$ cat src/rtl/issue_select_arbiter.sv
// Per-FU round-robin select stage between wakeup and execute.
// Ports: clk, rst (sync active-low), req_vector, entry_fu, fu_stall,
//   flush in; grant_en, grant_index, fu_busy out.
module issue_select_arbiter #(
  parameter int RS_ENTRIES = 16,
  parameter int NUM_FUS    = 4,
  parameter int IDX_W      = $clog2(RS_ENTRIES),
  parameter int FU_W       = $clog2(NUM_FUS),
  parameter logic [NUM_FUS*8-1:0] FU_OCC =
    {8'd4, 8'd1, 8'd1, 8'd1}
) (
  input  logic                       clk,
  input  logic                       rst,
  input  logic [RS_ENTRIES-1:0]      req_vector,
  input  logic [RS_ENTRIES*FU_W-1:0] entry_fu,
  input  logic [NUM_FUS-1:0]         fu_stall,
  input  logic                       flush,
  output logic [NUM_FUS-1:0]         grant_en,
  output logic [NUM_FUS*IDX_W-1:0]   grant_index,
  output logic [NUM_FUS-1:0]         fu_busy
);

  logic [IDX_W-1:0]      ptr_q [NUM_FUS];
  logic [7:0]            occ_q [NUM_FUS];
  logic [RS_ENTRIES-1:0] inflight_q;

  logic [RS_ENTRIES-1:0] elig  [NUM_FUS];
  logic [IDX_W-1:0]      sel   [NUM_FUS];
  logic [NUM_FUS-1:0]    found;
  logic [NUM_FUS-1:0]    dec;
  logic [RS_ENTRIES-1:0] pick_mask;

  // Eligibility and rotating search starting at ptr_q[f].
  always_comb begin
    pick_mask = '0;
    for (int f = 0; f < NUM_FUS; f++) begin
      elig[f]  = '0;
      sel[f]   = '0;
      found[f] = 1'b0;
      for (int j = 0; j < RS_ENTRIES; j++) begin
        elig[f][j] = req_vector[j] &&
          (entry_fu[j*FU_W +: FU_W] == FU_W'(f)) &&
          !inflight_q[j];
      end
      for (int i = 0; i < RS_ENTRIES; i++) begin
        if (!found[f] &&
            elig[f][IDX_W'(ptr_q[f] + IDX_W'(i))]) begin
          found[f] = 1'b1;
          sel[f]   = IDX_W'(ptr_q[f] + IDX_W'(i));
        end
      end
      dec[f] = found[f] && (occ_q[f] == 8'd0) &&
               !fu_stall[f] && !flush;
      if (dec[f]) pick_mask[sel[f]] = 1'b1;
    end
  end

  always_ff @(posedge clk) begin
    if (!rst) begin
      grant_en    <= '0;
      grant_index <= '0;
      inflight_q  <= '0;
      for (int f = 0; f < NUM_FUS; f++) begin
        ptr_q[f] <= '0;
        occ_q[f] <= '0;
      end
    end else begin
      // Entries granted this edge stay masked one cycle
      // until wakeup drops their request.
      inflight_q <= pick_mask;
      grant_en   <= dec;
      for (int f = 0; f < NUM_FUS; f++) begin
        if (dec[f]) begin
          grant_index[f*IDX_W +: IDX_W] <= sel[f];
          ptr_q[f] <= IDX_W'(sel[f] + 1'b1);
          occ_q[f] <= FU_OCC[f*8 +: 8] - 8'd1;
        end else if (flush) begin
          occ_q[f] <= 8'd0;
        end else if (occ_q[f] != 8'd0) begin
          occ_q[f] <= occ_q[f] - 8'd1;
        end
      end
    end
  end

  always_comb begin
    for (int f = 0; f < NUM_FUS; f++)
      fu_busy[f] = (occ_q[f] != 8'd0);
  end

endmodule

$ cat config.mk
export PLATFORM = sky130hd
export DESIGN_NAME = issue_select_arbiter
export DESIGN_NICKNAME = d
export VERILOG_FILES = /design/src/rtl/issue_select_arbiter.sv
export SDC_FILE = /design/constraint.sdc
export NUM_CORES = 1
export LEC_CHECK = 0
export BUFFER_PORTS_ARGS = -buffer_cell sky130_fd_sc_hd__buf_4
export CORE_UTILIZATION = 44
export DETAILED_ROUTE_END_ITERATION = 12
export PLACE_DENSITY = 0.66
export RECOVER_POWER = 100
export SYNTH_ARGS = -nofsm -noshare
export SYNTH_HDL_FRONTEND = slang
export SYNTH_SLANG_ARGS = --single-unit
$ cat constraint.sdc
create_clock -name clk -period 6.1 [get_ports clk]
set_input_delay 0.915 -clock clk [delete_from_list [all_inputs] [get_ports clk]]
set_output_delay 0.915 -clock clk [all_outputs]
set_load 0.02 [all_outputs]
==> results.cfg <==
[power_and_ir_drop]
p_clk_frac = 0.072
switching_power_w = 0.00388
peakVddDrop_uv = 257
power_frac_comb = 0.798
p_total_w = 0.00694
intPower_w = 0.00306
pwr_density_cell_mw_per_mm2 = 455
seq_power_share = 0.130
p_leak_nw = 5.63
switching_share = 0.559

[floorplanning]
ios = 79
dieArea_mm2 = 0.0329
die_y_um = 181
start_util = 0.448
num_rows = 65
core_area_mm2 = 0.0316
die_w_um = 181

[clocking]
clk_latency_ns = 0.35
cts_buffers = 9
cts.clk_slew.worst_paths_ns = 0.07
holdBufCountCts = 0
post_cts.repair.setup_buffers = 0
cts.sinks = 84
root_buffer = clkbuf_16
cts_resized = 0
h-tree-depth = 3
cts.path.max_buffers = 2
cts_tree = built

[global_routing]
grt_util_met3 = 0.0431
use_met2 = 0.498
grt_max_degree = 28
grtUsageMet1 = 0.429
grt_busiest_layer = met2
grt_pass1_vias = 13900
grt_usage = 0.314
gr-total-overflow = 0
grt_pass1_wl_mm = 81.3
antenna_found_initial = 1

[routing]
viasPerCell = 7.00
route.vias.total = 15000
drtPass1Iterations = 6
avgRoutedWirePerCell_um = 24.4
first_iter_violations = 1770
drc_errors = 0
ant_nets = 0
wirelength_mm = 52.2

[yosys]
ys_warn_count = 0
synth_edf_count = 48
yosys.area_share.adder = 0.0424
seq_area_frac_synth = 0.153
syn_area_per_cell_um2 = 8.43
synth_flop_cell = edfxtp_1
synth_cell_types = 122
synth_nets = 1785
synthMuxAreaShare = 0.162
synth_async_sr_flop_share = 0
synth-compound-area-share = 0.251
synth_top_family_by_area = simple AND/OR/NAND/NOR gates
synth_seq_cells = 84
syn_inst = 1682
synth_simple_gate_area_frac = 0.302
syn-cell-area_mm2 = 0.0142
synth_xor_area_frac = 0.0486

[finish]
nets = 1840
area_growth_pct = 7.78
n_antenna_cell = 0
utilization = 0.483
drive_above_1_share = 0.158

[sta]
fin_setup_tns_ns = 0
max_freq_mhz = 173
fin_worst_skew_ns = 0.00966
min_period_ns = 5.79
worstMarginPinSlew_ns = 1.69
hold_viol = 0
rsz0062_at_grt = false
fin_crit_sh = 0.949
maxSlewViolCount = 19
finalSetupViolCount = 0
slew_headroom = -0.137

[placement]
place_congestion = 1.02
dp_hpwl_mm = 41.6
port_buffers = 78

[critical_path]
crit_path_max_fanout = 21
r2r_setup_slack_ns = 0.31
critPathArrivalTime_ns = 6.03
cp-end-kind = flop
path_class = reg2reg
timing.rr.start = ptr_q[0][0]$_SDFFCE_PN0P_
cp-endpoint = inflight_q[12]$_SDFF_PN0_
timing.critical_path.from = ptr_q[0][0]$_SDFFCE_PN0P_
rr_worst_depth = 15
start_kind = flop
r2r_end = inflight_q[12]$_SDFF_PN0_
cp.required_ns = 6.33

[min_path]
hold_class = reg2reg
holdPathStages = 2

[run_status]
violations = max-capacitance violations, max-slew violations
status = finished with violations

[run]
maxCapViolCount = 1
==> through the flow <==
stage / cell area [µm²] / setup WS, ns / hold slack [ns] / std cells
after detailed placement: 15200 / 0.427 / 0.489 / 2128
after global routing: 15300 / 0.0609 / 0.536 / 2143
after global placement: 15200 / 0.528 / 0.483 / 2128
after floorplan: 14200 / 1.24 / 0.557 / 1682
final: 15300 / 0.309 / 0.500 / 2143
after CTS: 15400 / 0.411 / 0.507 / 2143
==> cells in the mapped netlist, types with 25 or more instances <==
master    instances  share of area
nor3_1           39          0.014
o21ai_0          70          0.025
xnor2_1          40          0.025
a21oi_1          63          0.022
nand2b_1         26          0.011
dfxtp_1          36          0.051
nand3_1          55          0.019
nand2_1         151          0.040
buf_2            25         0.0088
inv_1            49          0.013
mux4_2           75           0.12
mux2i_1          44          0.031
ha_1             48          0.042
clkbuf_1         27         0.0072
o22ai_1          63          0.028
edfxtp_1         48           0.10
nor2_1          174          0.046
xor2_1           33          0.020
==> per-layer routing <==
layer | vias to the layer above | share of wire
li1 | 6780 | -
met1 | 7244 | 0.42
met2 | 853 | 0.45
met3 | 126 | 0.093
met4 | 0 | 0.040
met5 | - | 0
==> sequential cells by signal, summed over array words and instances (netlist names) <==
signal and cells:
occ_q 32, inflight_q 16, grant_en 4, ptr_q 16, grant_index 16
==> worst max-delay path, stage by stage, from the launching register on <==
cell and delay [ns]:
edfxtp_1 0.33, buf_4 0.25, inv_1 0.11, ha_1 0.56, nand2b_1 0.31, o22ai_1 0.14
a221oi_1 0.59, mux4_2 0.52, a21boi_2 0.36, nand4_1 0.49, nor4b_2 0.88, nor4_4 0.19
nand2_2 0.20, a21oi_2 0.11, and2_1 0.25, a221o_1 0.38
==> worst min-delay path by stage <==
| stage | startpoint | end | slack, ns |
|---|---|---|---|
| 2_1_floorplan | occ_q[1][0]$_SDFFCE_PN0P_ | occ_q[1][0]$_SDFFCE_PN0P_ | 0.56 |
| 6_report | grant_index[10]$_SDFFE_PN0N_ | grant_index[10]$_SDFFE_PN0N_ | 0.50 |
| 3_5_place_dp | grant_index[10]$_SDFFE_PN0N_ | grant_index[10]$_SDFFE_PN0N_ | 0.49 |
| 3_3_place_gp | grant_index[14]$_SDFFE_PN0N_ | grant_index[14]$_SDFFE_PN0N_ | 0.48 |
| 4_1_cts | grant_index[10]$_SDFFE_PN0N_ | grant_index[10]$_SDFFE_PN0N_ | 0.51 |
| 5_1_grt | grant_index[9]$_SDFFE_PN0N_ | grant_index[9]$_SDFFE_PN0N_ | 0.54 |
==> power by group through the flow <==
| stage | sequential, W | combinational, W | clock [W] |
|---|---|---|---|
| floorplan | 0.000876 | 0.00412 | 0 |
| global placement | 0.000901 | 0.00544 | 0 |
| detailed placement | 0.000908 | 0.00546 | 0 |
| CTS | 0.000898 | 0.00550 | 0.000509 |
| global route | 0.000915 | 0.00600 | 0.000531 |
| finish | 0.000901 | 0.00554 | 0.000503 |
==> cell type report <==
type,instances,area [µm²]
Fill cell,3066,16400
Multi-Input combinational cell,1470,11400
Sequential cell,84,2160
Timing Repair Buffer,117,777
Tap cell,402,503
Clock buffer,10,229
Inverter,55,206
Clock inverter,5,37.5
==> placed cells by master (no fill, tap or decap), types with 50 or more instances in the layout <==
master	synthesis	layout
nor2_1	174	174
nand2_1	151	152
buf_4	15	90
mux4_2	75	75
o21ai_0	70	70
a21oi_1	63	65
o22ai_1	63	63
nand3_1	55	55
inv_1	49	50
==> logic make-up (layout without fill, tap and decap cells) <==
group,count (synthesis),after routing
fa+ha+maj,48,48
compound gates,483,483
simple gates,731,731
mux,132,132
flops,84,84
buf+inv,128,187
xor+xnor,76,76
(Power assumes the default switching activity.)
